$ cat src/rtl/mult_share_arb.sv
// Round-robin front end that shares one sequential multiplier among N clients.
// Captures the winner's operands, issues a load, and returns the product or a timeout.
module mult_share_arb #(
    parameter int W      = 32,
    parameter int N      = 4,
    parameter int MAXLAT = 255
) (
    input  logic                 clk,
    input  logic                 rst_n,
    input  logic [N-1:0]         req,
    input  logic [N*W-1:0]       req_x,
    input  logic [N*(W-1)-1:0]   req_y,
    output logic [N-1:0]         gnt,
    output logic [N-1:0]         res_valid,
    output logic [2*W-1:0]       res,
    output logic                 err,
    output logic                 busy,
    output logic                 m_load,
    output logic [W-1:0]         m_x,
    output logic [W-2:0]         m_y,
    input  logic [2*W-1:0]       m_r,
    input  logic                 m_strobe
);

    localparam int IW  = $clog2(N);
    localparam int IW1 = IW + 1;

    typedef enum logic [1:0] {
        IDLE  = 2'd0,
        ISSUE = 2'd1,
        WAIT  = 2'd2,
        DONE  = 2'd3
    } state_e;

    state_e            state_q, state_d;
    logic [IW-1:0]     ptr_q, ptr_d;
    logic [IW-1:0]     own_q, own_d;
    logic [W-1:0]      x_q, x_d;
    logic [W-2:0]      y_q, y_d;
    logic [15:0]       wd_q, wd_d;
    logic [2*W-1:0]    res_q, res_d;
    logic              err_q, err_d;

    logic              found;
    logic [IW-1:0]     win;
    logic [IW1-1:0]    sum;
    logic [W-1:0]      win_x;
    logic [W-2:0]      win_y;

    // Scan from the rotating pointer so the last owner drops to lowest priority.
    always_comb begin
        found = 1'b0;
        win   = ptr_q;
        sum   = '0;
        for (int k = 0; k < N; k++) begin
            sum = {1'b0, ptr_q} + IW1'(k);
            if (sum >= IW1'(N)) begin
                sum = sum - IW1'(N);
            end
            if (!found && req[sum[IW-1:0]]) begin
                found = 1'b1;
                win   = sum[IW-1:0];
            end
        end
    end

    always_comb begin
        win_x = '0;
        win_y = '0;
        for (int i = 0; i < N; i++) begin
            if (win == IW'(i)) begin
                win_x = req_x[i*W +: W];
                win_y = req_y[i*(W-1) +: W-1];
            end
        end
    end

    always_ff @(posedge clk or negedge rst_n) begin
        if (!rst_n) begin
            state_q <= IDLE;
            ptr_q   <= '0;
            own_q   <= '0;
            x_q     <= '0;
            y_q     <= '0;
            wd_q    <= '0;
            res_q   <= '0;
            err_q   <= 1'b0;
        end else begin
            state_q <= state_d;
            ptr_q   <= ptr_d;
            own_q   <= own_d;
            x_q     <= x_d;
            y_q     <= y_d;
            wd_q    <= wd_d;
            res_q   <= res_d;
            err_q   <= err_d;
        end
    end

    always_comb begin
        state_d = state_q;
        ptr_d   = ptr_q;
        own_d   = own_q;
        x_d     = x_q;
        y_d     = y_q;
        wd_d    = wd_q;
        res_d   = res_q;
        err_d   = err_q;
        unique case (state_q)
            IDLE: begin
                if (found) begin
                    own_d   = win;
                    x_d     = win_x;
                    y_d     = win_y;
                    state_d = ISSUE;
                end
            end
            ISSUE: begin
                wd_d    = '0;
                ptr_d   = (own_q == IW'(N-1)) ? '0 : own_q + 1'b1;
                state_d = WAIT;
            end
            WAIT: begin
                wd_d = wd_q + 16'd1;
                // A strobe in the final watchdog cycle still counts as success.
                if (m_strobe) begin
                    res_d   = m_r;
                    err_d   = 1'b0;
                    state_d = DONE;
                end else if (wd_q == 16'(MAXLAT)) begin
                    res_d   = '0;
                    err_d   = 1'b1;
                    state_d = DONE;
                end
            end
            DONE: begin
                state_d = IDLE;
            end
        endcase
    end

    always_comb begin
        gnt       = '0;
        res_valid = '0;
        for (int i = 0; i < N; i++) begin
            gnt[i]       = (state_q == ISSUE) && (own_q == IW'(i));
            res_valid[i] = (state_q == DONE) && (own_q == IW'(i));
        end
    end

    assign busy   = (state_q != IDLE);
    assign m_load = (state_q == ISSUE);
    assign m_x    = x_q;
    assign m_y    = y_q;
    assign res    = res_q;
    assign err    = err_q;

endmodule
$ cat config.mk
export PLATFORM = sky130hd
export DESIGN_NAME = mult_share_arb
export DESIGN_NICKNAME = d
export VERILOG_FILES = /design/src/rtl/mult_share_arb.sv
export SDC_FILE = /design/constraint.sdc
export NUM_CORES = 1
export LEC_CHECK = 0
export BUFFER_PORTS_ARGS = -buffer_cell sky130_fd_sc_hd__buf_2
export CAP_MARGIN = 20
export CORE_AREA = 2 2 180 182
export CTS_CLUSTER_DIAMETER = 100
export DETAILED_ROUTE_END_ITERATION = 8
export DIE_AREA = 0 0 182 184
export PLACE_DENSITY = 0.56
export SETUP_SLACK_MARGIN = 0.3
export SLEW_MARGIN = 10
export SYNTH_ARGS = -nofsm -noshare
export SYNTH_HDL_FRONTEND = slang
export SYNTH_SLANG_ARGS = --single-unit
$ cat constraint.sdc
create_clock -name clk -period 4.7 [get_ports clk]
set_input_delay 0.705 -clock clk [delete_from_list [all_inputs] [get_ports clk]]
set_output_delay 0.705 -clock clk [all_outputs]
set_load 0.005 [all_outputs]
* Word level (Yosys, flattened, before mapping)
Cells that the tools add are included.
** Storage, ports and cells
- Word-level logic and storage cells :: 98
- Output and inout port bits :: 138
- Input port bits :: 323
- Register bits :: 150
** Operators by class
- Mux-type cells :: 38
- Order comparisons :: 8
- Add/subtract/negate cells :: 9
- Reductions and logical operators :: 23
- Equality and inequality tests :: 12
** Operator list (number)
- $mux 32 :: 4
- $mux 64 :: 2
- $mux 31 :: 4
- $pmux 16 s2 :: 1
- $mux 2 :: 12
- $add 16x1->16 const B :: 1
- $eq 16x8->1 const B :: 1
- $eq 2x2->1 const B :: 6
- $lt 2x3->1 const B :: 4
- $logic_and 1x1->1 :: 11
- $mux 1 :: 10
- $ge 3x3->1 const B :: 3
- $bmux 1 s2 :: 4
- $pmux 2 s4 :: 1
- $sub 2x1->2 const B :: 4
- $add 2x2->3 const B :: 2
- $eq 2x1->1 const B :: 3
- $logic_not 2->1 :: 3
- $reduce_and 2->1 :: 3
- $reduce_bool 2->1 :: 3
- $add 2x1->3 const B :: 1
- $ge 2x3->1 const B :: 1
- $logic_not 1->1 :: 3
- $ne 3x3->1 const B :: 1
- other kinds (2) :: 2

* Longest topological paths before layout
- Depth after elaboration :: 19
- Mapped depth :: 8
- Gate-level depth less buffers :: 7

* Worst setup path after synthesis
OpenSTA, ideal clock, no wires.
- Path type :: in2reg
- Start point :: input req[0]
- End point :: register x_q[21] (netlist: m_x[21])
- Path buffers :: 2
- Arrival :: 1.995 ns
- Path slack :: 2.567 ns
- Library setup time :: 0.138 ns
- Stages :: 7
- Data required time :: 4.562 ns
- Path through :: nor2b_1 -> o21a_1 -> a211oi_4 -> nand2b_1 -> buf_4 -> clkbuf_1 -> o211ai_1
** Between the ends
- Longest elaborated chain between the ends :: 17
- Elaborated cells on any way between the ends :: 31
- Those cells by class :: eq/ne: 3; mux: 20; reduce/logical: 8
** Ends and longest elaborated chain
- start: declaration :: RTL line 10 : input logic [N-1:0] req,
- $bmux 1 s2 :: RTL line 60 : if (!found && req[sum[IW-1:0]]) begin
- $mux 1 (implied by the code) :: RTL line 60
- $mux 1 :: RTL line 60
- $logic_not 1->1 :: RTL line 60
- $logic_and 1x1->1 :: RTL line 60
- $mux 1 :: RTL line 60
- $logic_not 1->1 :: RTL line 60
- $logic_and 1x1->1 :: RTL line 60
- $mux 1 :: RTL line 60
- $logic_not 1->1 :: RTL line 60
- $logic_and 1x1->1 :: RTL line 60
- $mux 2 :: RTL line 60
- $logic_not 2->1 :: RTL line 71 : if (win == IW'(i)) begin
- $mux 32 (4 in series) :: RTL line 71
- end signal: assignment :: RTL line 83 : x_q <= '0;
- end signal: assignment :: RTL line 92 : x_q <= x_d;
- end: declaration :: RTL line 38 : logic [W-1:0] x_q, x_d;
Parallel ways exist; a longest one is shown, timed or not. The select of a mux whose other input is x is not followed.
A chain may end at the register's enable or synchronous reset.

* Worst setup path in the final report
- Start point :: register ptr_q[1]
- End point :: register y_q[7] (netlist: m_y[7])
** Between the ends
- Longest elaborated chain between the ends :: 19
- Elaborated cells on any way between the ends :: 46
- Those cells by class :: add/sub: 7; order compare: 4; eq/ne: 3; mux: 24; reduce/logical: 8
** Ends and longest elaborated chain
- start: declaration :: RTL line 36 : logic [IW-1:0] ptr_q, ptr_d;
- start signal: assignment :: RTL line 90 : ptr_q <= ptr_d;
- branches (longest 19 deep; another with $add 2x1->3)
- end signal: assignment :: RTL line 93 : y_q <= y_d;
- end: declaration :: RTL line 39 : logic [W-2:0] y_q, y_d;
Several ways; the timed one is not identified. The select of a mux whose other input is x is not followed.

==> impl_metrics.json <==
{
  "async_flop_share_pct": 100.0,
  "synth_common_cells": "dfrtp_1, and2_1, mux2i_1",
  "rows": 65,
  "worst_slew_pin_slew_ns": 0.9113,
  "wire_per_inst_um": 19.43,
  "gp_congestion": 0.7826,
  "timing.final.crit_period_ns": 2.570,
  "yosys.area.top_type": "dfrtp_1",
  "netlist_area_um2": 8389,
  "numPortBuffers": 460,
  "clock_path_buffers": 2,
  "drt-initial-drc-count": 370,
  "critPathKind": "reg -> reg",
  "ys_seq_elements": 150,
  "min_path_type": "in -> async",
  "dr.pass1.iters": 4,
  "path_clk_slew_ns": 0.07,
  "vdd_drop_max_v": 0.0002932,
  "whs_ns": 0.3513,
  "antenna_found_initial": 5,
  "synth.most_common_cell": "dfrtp_1",
  "cp_max_fo": 36,
  "drv_slew": 0,
  "cp.buffers_inverters": 1,
  "cts_setup_buffers": 0,
  "synth_edf_count": 0,
  "cts_buffers": 17,
  "dp_hpwl_um": 22660,
  "yosys_most_used_dff": "dfrtp_1",
  "coreArea_um2": 31390,
  "grt_overflow_total": 0,
  "critPathRequiredTime_ns": 5.00,
  "ctsHtreeMaxLevel": 4,
  "grt_max_degree": 92,
  "vias": 7731,
  "avgSynthCellArea_um2": 11.56,
  "endpoint_kind": "register",
  "fin_nets": 1488,
  "drt_wl_total_um": 30570,
  "cpPeakStageDelay_ns": 0.57,
  "finClkSkew_ns": 0.01520,
  "drive_gt1_share_pct": 51.50,
  "clk_latency_ns": 0.42,
  "drv_cap": 0,
  "hold_buffers": 0,
  "relSlewSlack_pct": 39.24,
  "synth_top_area_share_pct": 44.74,
  "first_global_vias": 8058,
  "rsz0062_at_grt": "false",
  "synth_cell_types": 44,
  "detail-route-antenna-nets": 0,
  "max_freq_mhz": 389.1,
  "synth.net_count": 1059,
  "root_buffer": "clkbuf_16",
  "period_share_pct": 54.68,
  "startpoint_type": "register",
  "die_x_um": 182,
  "crit_family": "simple AND/OR/NAND/NOR gates",
  "ys_top_cells_by_area": "dfrtp_1, a41oi_2, mux2i_1, a22o_1, and2_1",
  "worstPathCellList": "nor3b_1, a2111o_1, and2_4, buf_4, mux2i_1, o211ai_2",
  "grt_pass1_wl_um": 45750,
  "cts_tree": "done",
  "syn_to_final_growth_pct": 37.94,
  "via_per_inst": 4.915,
  "setup_violations": 0,
  "grt_usage_pct": 17.57,
  "worstPathArrival_ns": 2.87,
  "synthCells": 726,
  "tns_ns": 0,
  "drc": 0,
  "cts.sinks": 150,
  "power.density_nw_per_um2": 611.2,
  "outcome": "completed",
  "die_area_um2": 33490,
  "power_leakage_nw": 5.527,
  "post_cts_resize_count": 0,
  "slowest_stage": "and2_4",
  "hold_violations": 0,
  "dieHeight_um": 184,
  "ys_warn_count": 0,
  "ioPinCount": 461,
  "fin_util_pct": 36.86,
  "seq_area_frac_synth_pct": 44.74,
  "initial_core_util_pct": 26.72
}
## stage by stage
step           total power, mW  instances  instance area, um^2  worst slack, ns
2_1_floorplan            4.481        726                 8389            2.567
3_3_place_gp             5.775       1538                11000            1.787
3_5_place_dp             5.817       1538                11000            1.787
4_1_cts                  7.197       1569                11560            2.114
5_1_grt                  7.583       1572                11570            1.853
6_report                 7.073       1573                11570            2.130
## per-layer routing
layer	global-route usage (%)	vias up	wire, um
met5	0	-	13
met3	5.111	18	2138
met4	4.194	2	354
met1	21.32	3731	12930
met2	30.69	337	15130
li1	-	3643	-
## cells in the final DEF, fill, tap and decap left out, drive strengths merged, types with 5 or more instances in the layout
master  synthesis  layout
a21oi           5       5
a22o           64      64
a41oi          63      63
and2           75      75
buf            34     478
clkbuf         34      17
dfrtp         150     150
ha             10      10
inv            13      22
mux2i          65      65
nand2          18      18
nand3          68      68
nor2           13      13
o211ai         63      63
o21ai           8       8
xor2            6       6
## power breakdown
| group | switching, mW | internal [mW] | leakage [nW] |
|---|---|---|---|
| sequential | 0.323 | 1.86 | 1.88 |
| clock | 0.634 | 0.702 | 0.276 |
| combinational | 1.97 | 1.59 | 3.37 |
| total | 2.92 | 4.15 | 5.53 |
## logic make-up (layout without fill, tap and decap cells)
| kind of cell | count (synthesis) | after routing | synth area share [%] |
|---|---|---|---|
| adders and majority gates | 10 | 10 | 1.491 |
| xor gates and xnor gates | 8 | 8 | 0.8352 |
| DFF | 150 | 150 | 44.74 |
| and+or+nand+nor | 195 | 195 | 13.86 |
| muxes | 67 | 67 | 8.024 |
| AOI/OAI and AO/OA | 215 | 215 | 25.97 |
| other | 0 | 4 | 0 |
| buffers and inverters | 81 | 522 | 5.086 |
## sequential cells by signal, indices dropped and copies added (netlist names)
| signal | count |
|---|---|
| m_x | 32 |
| res | 64 |
| own_q | 2 |
| m_y | 31 |
| wd_q | 16 |
| err | 1 |
| ptr_q | 2 |
| state_q | 2 |
## area by class of cell
cell class / instances / area, um^2
Antenna cell: 4 / 10.01
Clock buffer: 17 / 425.4
Fill cell: 3215 / 19820
Tap cell: 402 / 503.0
Inverter: 13 / 48.80
Clock inverter: 14 / 135.1
Sequential cell: 150 / 3754
Multi-Input combinational cell: 495 / 4240
Timing Repair Buffer: 478 / 2456
## path summary, 6_finish.rpt
path | startpoint | endpoint | slack [ns] | cells after the start
setup / recovery | ptr_q[1] | m_y[7] | 2.13 | 6
max in group asynchronous | rst_n | m_x[3] | 3.48 | 2
hold reg to reg | res[8] | res[8] | 0.50 | 1
setup reg to reg | ptr_q[1] | m_y[7] | 2.13 | 6
hold / removal | rst_n | res[23] | 0.35 | 1
min in group clk | m_r[33] | res[33] | 0.49 | 2
Note: power is estimated with default switching activity, not from simulation.
